File: config.mk
export PLATFORM = sky130hd
export DESIGN_NAME = racing_game_v3_wrapper
export DESIGN_NICKNAME = d
export VERILOG_FILES = /design/src/rtl/racing_game_v3_pkg.sv /design/src/rtl/car_bitmap.sv /design/src/rtl/racing_game_top_v3.sv /design/src/rtl/racing_game_v3_wrapper.sv
export SDC_FILE = /design/constraint.sdc
export NUM_CORES = 1
export LEC_CHECK = 0
export ABC_AREA = 1
export BUFFER_PORTS_ARGS = -buffer_cell sky130_fd_sc_hd__buf_2
export CAP_MARGIN = 20
export CELL_PAD_IN_SITES_DETAIL_PLACEMENT = 2
export CELL_PAD_IN_SITES_GLOBAL_PLACEMENT = 2
export CORE_UTILIZATION = 38
export CTS_BUF_LIST = sky130_fd_sc_hd__clkbuf_4 sky130_fd_sc_hd__clkbuf_8
export CTS_CLUSTER_DIAMETER = 60
export DETAILED_ROUTE_END_ITERATION = 12
export PLACE_DENSITY_LB_ADDON = 0.1
export SETUP_SLACK_MARGIN = 0.05
export SLEW_MARGIN = 10
export SYNTH_ARGS = -nofsm -noshare
export SYNTH_HDL_FRONTEND = slang
export SYNTH_SLANG_ARGS = --single-unit
File: constraint.sdc
create_clock -name clk -period 3.5 [get_ports clk]
set_input_delay 0.525 -clock clk [delete_from_list [all_inputs] [get_ports clk]]
set_output_delay 0.525 -clock clk [all_outputs]
set_load 0.01 [all_outputs]
File: src/rtl/racing_game_v3_pkg.sv
// Shared timing, geometry and palette constants for the v3 racing game.
// Also holds the sprite hit/row/col helper used for both cars.
package racing_game_v3_pkg;

    localparam logic [9:0] H_VISIBLE = 10'd640;
    localparam logic [9:0] H_FP      = 10'd16;
    localparam logic [9:0] H_SYNC    = 10'd96;
    localparam logic [9:0] H_TOTAL   = 10'd800;
    localparam logic [9:0] V_VISIBLE = 10'd480;
    localparam logic [9:0] V_FP      = 10'd10;
    localparam logic [9:0] V_SYNC    = 10'd2;
    localparam logic [9:0] V_TOTAL   = 10'd525;

    localparam logic [9:0] TRACK_L = 10'd64;
    localparam logic [9:0] TRACK_R = 10'd576;
    localparam logic [9:0] DASH_L  = 10'd316;
    localparam logic [9:0] DASH_R  = 10'd323;

    localparam logic [9:0] PLAYER_Y     = 10'd400;
    localparam logic [9:0] PLAYER_X0    = 10'd312;
    localparam logic [9:0] PLAYER_X_MIN = 10'd64;
    localparam logic [9:0] PLAYER_X_MAX = 10'd560;
    localparam logic [9:0] ENEMY_X      = 10'd200;
    localparam logic [9:0] ENEMY_STEP   = 10'd2;
    localparam logic [9:0] SCROLL_STEP  = 10'd2;
    localparam logic [9:0] CAR_W        = 10'd16;
    localparam logic [9:0] CAR_H        = 10'd32;

    typedef logic [2:0] rgb_t;
    localparam rgb_t RGB_BLACK  = 3'b000;
    localparam rgb_t RGB_GRASS  = 3'b010;
    localparam rgb_t RGB_DASH   = 3'b111;
    localparam rgb_t RGB_PLAYER = 3'b110;
    localparam rgb_t RGB_ENEMY  = 3'b100;

    typedef struct packed {
        logic       hit;
        logic [3:0] row;
        logic [2:0] col;
    } sprite_t;

    // Range check first so the subtraction never underflows.
    function automatic sprite_t sprite_at(
        input logic [9:0] h,
        input logic [9:0] v,
        input logic [9:0] cx,
        input logic [9:0] cy
    );
        sprite_t s;
        s.hit = (h >= cx) && (h < cx + CAR_W) &&
                (v >= cy) && (v < cy + CAR_H);
        s.row = s.hit ? 4'((v - cy) >> 1) : 4'd0;
        s.col = s.hit ? 3'((h - cx) >> 1) : 3'd0;
        return s;
    endfunction

endpackage

File: src/rtl/car_bitmap.sv
// 8x16 car bitmap with two asynchronous read ports.
// Contents are loaded from outside the design (car.hex image).
module car_bitmap
(
    input  logic [3:0] p_row,
    input  logic [2:0] p_col,
    output logic       p_bit,
    input  logic [3:0] e_row,
    input  logic [2:0] e_col,
    output logic       e_bit
);

    logic [7:0] bitarray [0:15];

    assign p_bit = bitarray[p_row][3'd7 - p_col];
    assign e_bit = bitarray[e_row][3'd7 - e_col];

endmodule

File: src/rtl/racing_game_top_v3.sv
// Raster counters, per-frame game state and the registered pixel mux.
// Counters and game state advance only when pix_en (clk_div) is high.
module racing_game_top_v3
    import racing_game_v3_pkg::*;
(
    input  logic       clk,
    input  logic       reset,
    input  logic       pix_en,
    input  logic [1:0] keys,
    output logic       hsync,
    output logic       vsync,
    output logic [2:0] rgb
);

    logic [9:0] hpos_q, hpos_d;
    logic [9:0] vpos_q, vpos_d;
    logic [9:0] player_x_q, player_x_d;
    logic [9:0] enemy_y_q, enemy_y_d;
    logic [9:0] scroll_q, scroll_d;
    logic       coll_q, coll_d;
    logic       hsync_q, hsync_d;
    logic       vsync_q, vsync_d;
    rgb_t       rgb_q, rgb_d;

    sprite_t    ps, es;
    logic       p_bit, e_bit;
    logic       frame_tick, visible, p_on, e_on, grass, dash_on;
    logic [9:0] enemy_next;

    assign ps = sprite_at(hpos_q, vpos_q, player_x_q, PLAYER_Y);
    assign es = sprite_at(hpos_q, vpos_q, ENEMY_X, enemy_y_q);

    car_bitmap car (
        .p_row (ps.row),
        .p_col (ps.col),
        .p_bit (p_bit),
        .e_row (es.row),
        .e_col (es.col),
        .e_bit (e_bit)
    );

    always_comb begin
        hpos_d = hpos_q;
        vpos_d = vpos_q;
        if (pix_en) begin
            if (hpos_q == H_TOTAL - 10'd1) begin
                hpos_d = 10'd0;
                vpos_d = (vpos_q == V_TOTAL - 10'd1) ? 10'd0 : vpos_q + 10'd1;
            end else begin
                hpos_d = hpos_q + 10'd1;
            end
        end

        frame_tick = pix_en && (hpos_q == 10'd0) && (vpos_q == V_VISIBLE);
        visible    = (hpos_q < H_VISIBLE) && (vpos_q < V_VISIBLE);
        p_on       = ps.hit && p_bit;
        e_on       = es.hit && e_bit;
        grass      = (hpos_q < TRACK_L) || (hpos_q >= TRACK_R);
        dash_on    = (hpos_q >= DASH_L) && (hpos_q <= DASH_R) &&
                     1'((vpos_q + scroll_q) >> 4);

        rgb_d = RGB_BLACK;
        if (!visible)     rgb_d = RGB_BLACK;
        else if (p_on)    rgb_d = RGB_PLAYER;
        else if (e_on)    rgb_d = RGB_ENEMY;
        else if (grass)   rgb_d = RGB_GRASS;
        else if (dash_on) rgb_d = RGB_DASH;

        hsync_d = !((hpos_q >= H_VISIBLE + H_FP) &&
                    (hpos_q <  H_VISIBLE + H_FP + H_SYNC));
        vsync_d = !((vpos_q >= V_VISIBLE + V_FP) &&
                    (vpos_q <  V_VISIBLE + V_FP + V_SYNC));

        enemy_next = enemy_y_q + ENEMY_STEP;
        player_x_d = player_x_q;
        enemy_y_d  = enemy_y_q;
        scroll_d   = scroll_q;
        coll_d     = coll_q || (visible && p_on && e_on);

        // A collision pending at the frame tick overrides steering.
        if (frame_tick) begin
            coll_d    = 1'b0;
            enemy_y_d = (enemy_next >= V_VISIBLE) ? 10'd0 : enemy_next;
            scroll_d  = scroll_q - SCROLL_STEP;
            if (coll_q)
                player_x_d = PLAYER_X0;
            else if (keys == 2'b10 && player_x_q < PLAYER_X_MAX)
                player_x_d = player_x_q + 10'd1;
            else if (keys == 2'b01 && player_x_q > PLAYER_X_MIN)
                player_x_d = player_x_q - 10'd1;
        end
    end

    always_ff @(posedge clk) begin
        if (reset) begin
            hpos_q     <= 10'd0;
            vpos_q     <= 10'd0;
            player_x_q <= PLAYER_X0;
            enemy_y_q  <= 10'd0;
            scroll_q   <= 10'd0;
            coll_q     <= 1'b0;
            hsync_q    <= 1'b1;
            vsync_q    <= 1'b1;
            rgb_q      <= RGB_BLACK;
        end else begin
            hpos_q     <= hpos_d;
            vpos_q     <= vpos_d;
            player_x_q <= player_x_d;
            enemy_y_q  <= enemy_y_d;
            scroll_q   <= scroll_d;
            coll_q     <= coll_d;
            hsync_q    <= hsync_d;
            vsync_q    <= vsync_d;
            rgb_q      <= rgb_d;
        end
    end

    assign hsync = hsync_q;
    assign vsync = vsync_q;
    assign rgb   = rgb_q;

endmodule

File: src/rtl/racing_game_v3_wrapper.sv
// Top wrapper: divides clk by two for the pixel rate and hosts the game core.
// Only the left/right keys are used; the upper two are ignored.
module racing_game_v3_wrapper
    import racing_game_v3_pkg::*;
(
    input  logic       clk,
    input  logic       reset,
    input  logic [3:0] keys,
    output logic       hsync,
    output logic       vsync,
    output logic [2:0] rgb
);

    logic clk_div;
    logic clk_div_d;
    logic keys_unused;

    assign clk_div_d   = !clk_div;
    assign keys_unused = ^keys[3:2];

    always_ff @(posedge clk) begin
        if (reset) clk_div <= 1'b0;
        else       clk_div <= clk_div_d;
    end

    racing_game_top_v3 racing_game_top_v3_0 (
        .clk    (clk),
        .reset  (reset),
        .pix_en (clk_div),
        .keys   (keys[1:0]),
        .hsync  (hsync),
        .vsync  (vsync),
        .rgb    (rgb)
    );

endmodule

==> run metrics <==
outcome=complete, no violations; Net count, final=287; worst-case clock skew=between 0.01 and 0.015 ns; worst hold path stage count=2; port buffer count=6; TritonCTS buffer count=5; CTS root buffer=clkbuf_8; placed cell count=319; final cell count without fillers=326; accumulated negative setup slack=0 ns; gate family responsible for the most delay along the worst path=simple AND/OR/NAND/NOR gates; DR vias=1740; power density relative to cell area=roughly 350 nW/µm²; slowest stage cell on the critical path=dfxtp_1; CP startpoint kind=flip-flop; number of setup buffers added after CTS=0; Core Area=between 4000 and 5000 µm²; Hold Vio Cnt, Final=0; area growth from synthesis to final layout=8.05%; number of iterations in the first detailed-routing pass=6; Required @ worst endpoint=3.66 ns; aggregate global routing overflow=0; antenna diode instance count=0; min-delay worst type=reg2reg; sum of net half-perimeters after detailed placement=4.18 mm; detailed-route wire length=5.60 mm; floorplan die width=about 71 µm; Post-DRT Antenna Nets=0; number of H-tree levels=2; core utilization of the finished layout=43.8%; gate count after technology mapping=267; maximum clock path buffer count=2; final critical-path share of the clock period=between 40% and 50%; wire length of the first global-routing pass=around 9.6 mm; Avg Vias per Cell=5.34; Die Outline Area=5020 µm²; longest individual stage delay on the worst path=0.59 ns; cell-by-cell trace of the critical path=inv_1 -> nor2_1 -> nand2_1 -> nor2_1 -> nand3_1 -> nand2_1 -> a21oi_1; smallest setup slack after layout=about 1.8 ns; share of post-route cells with drive strength above 1=13.5%; setup repair after global routing missed its margin=no; largest fanout on the critical path=10; number of storage elements in the synthesis netlist=29; Syn Nets=280; mapped cell area=around 1800 µm²; initial antenna violation count=0; die height=70.9 µm; clock tree from TritonCTS=yes; most used flip-flop cell after synthesis=dfxtp_1; Critical Path AT=roughly 1.9 ns; DRC violation count after routing=0; global-route usage over all layers=25.1%; Post-synth EDFFs=0; post-CTS sizing=0; CTS Hold Buffers Added=0; gp weighted congestion=0.792; switching power=between 0.15 and 0.2 mW; Post-Synthesis Mean Instance Area=6.75 µm²; Slew @ Worst Pin=0.441 ns; shortest period the worst path allows=between 1.5 and 2 ns; Max Slew Vio Count=0; maximum capacitance violations=0; number of ports placed on the die boundary=11; Worst Path Buf+Inv=1; pre-CTS setup slack=1.84 ns; Max IR drop VDD=0.000129 V; clock power share=44.8%; count of distinct cell types in the synthesized netlist=34; async set or reset register ratio after synthesis=0%; Static Leak=0.878 nW; Initial Utilization=40.6%; final setup fails=0; part of the total power dissipated in combinational logic=under 10%; nature of the critical path endpoint=flip-flop; count of standard-cell rows=24; depth of the most critical reg-to-reg path=7; Rel. slew slack=a little over two thirds; fraction of power spent switching nets=between 20% and 30%; vias in the first global route=1998; TritonCTS Sinks=29; Internal Pwr Total=0.506 mW; clock latency on the worst-skew pair=~0.3 ns; Worst Path Class, Setup=reg2reg; Iteration-0 DRC Markers=38; clock input transition at the sequential cells of the worst setup and hold paths=0.06 ns; Stages on worst setup path=7; maximum number of pins on one net before global-route repair=16; maximum achievable frequency=0.588 GHz; DR WL/cell=17.2 µm; yosys synthesis warning count=0; sequential-to-total area share from yosys stat=32.2%; share of power burned in registers=50.2%
==> cell usage after synthesis, types with 4 or more instances <==
master	number	area, µm²
a21oi_1	9	45.0
o21ai_1	4	20.0
inv_1	39	146
nand2_1	51	191
ha_1	7	87.6
nor2_1	41	154
nor3_1	7	35.0
nand3_1	18	90.1
nand4_1	9	56.3
xor2_1	8	70.1
dfxtp_1	29	581
o21ai_0	5	25.0
nor2_2	7	43.8
==> routing by layer <==
metal  global-route usage (%)  vias up  routed length [µm]
li1                         -      857                   -
met1                     31.4      853                2660
met2                     43.5       20                2720
met3                     3.56       10                 117
met4                     10.2        0                  96
met5                        0        -                   0
==> layout by cell type (no fill, tap or decap), types with 4 or more instances in the layout <==
master and n:
o21ai_1 4, nand3_1 18, o21ai_0 5, nand4_1 9, nand2_1 51, dfxtp_1 29, buf_2 6, a21oi_1 9
nor2_2 7, ha_1 7, nor2_1 41, xor2_1 8, inv_1 39, nor3_1 7, clkbuf_8 6
==> flip-flops by register name, indices dropped and copies added (netlist names) <==
register	count
racing_game_top_v3_0.vpos_q	10
clk_div	1
racing_game_top_v3_0.hsync	1
racing_game_top_v3_0.rgb	2
racing_game_top_v3_0.vsync	1
racing_game_top_v3_0.hpos_q	10
racing_game_top_v3_0.scroll_q	4
==> per-stage QoR <==
stage / area (µm²) / power, mW / hold WS, ns
floorplan: 1800 / 0.368 / 0.458
global placement: 1860 / 0.377 / 0.481
detailed placement: 1860 / 0.379 / 0.498
CTS: 1950 / 0.683 / 0.507
global route: 1950 / 0.694 / 0.546
finish: 1950 / 0.674 / 0.505
==> logic make-up (layout without fill, tap and decap cells) <==
group,Yosys count,after routing,share of synthesized area (%)
AO/OA/AOI/OAI,27,27,8.68
XOR/XNOR,9,9,4.37
adder cells (fa/ha/maj),7,7,4.86
buffers and inverters,49,56,11.2
flip-flops,29,29,32.2
AND/OR/NAND/NOR,146,146,38.7
==> worst paths after layout <==
| path | from | end | slack, ns |
|---|---|---|---|
| hold / removal | racing_game_top_v3_0.vpos_q[8] | racing_game_top_v3_0.vpos_q[8] | 0.50 |
| setup / recovery | clk_div | racing_game_top_v3_0.scroll_q[1] | 1.80 |
| setup reg to reg | clk_div | racing_game_top_v3_0.scroll_q[1] | 1.80 |
| hold reg to reg | racing_game_top_v3_0.vpos_q[8] | racing_game_top_v3_0.vpos_q[8] | 0.50 |
==> worst reg2reg max path, cell delays in order (launching register included) <==
cell,delay [ns]
dfxtp_1,0.59
inv_1,0.30
nor2_1,0.17
nand2_1,0.07
nor2_1,0.16
nand3_1,0.13
nand2_1,0.09
a21oi_1,0.07
==> power by group through the flow <==
stage / sequential (mW) / combinational [mW] / clock, mW
after floorplan: 0.343 / 0.0249 / 0
after global placement: 0.345 / 0.0317 / 0
after detailed placement: 0.346 / 0.0333 / 0
after CTS: 0.338 / 0.0342 / 0.311
after global routing: 0.339 / 0.0383 / 0.317
final: 0.338 / 0.0338 / 0.302
==> final cells by class <==
type | instances | area (µm²)
multi-input cells | 189 | 1020
flip-flops and latches | 29 | 581
repair buffers | 6 | 30.0
fillers | 571 | 2500
well taps | 52 | 65.1
clock buffers | 7 | 90.1
inverters | 43 | 161
(Power assumes the default switching activity.)
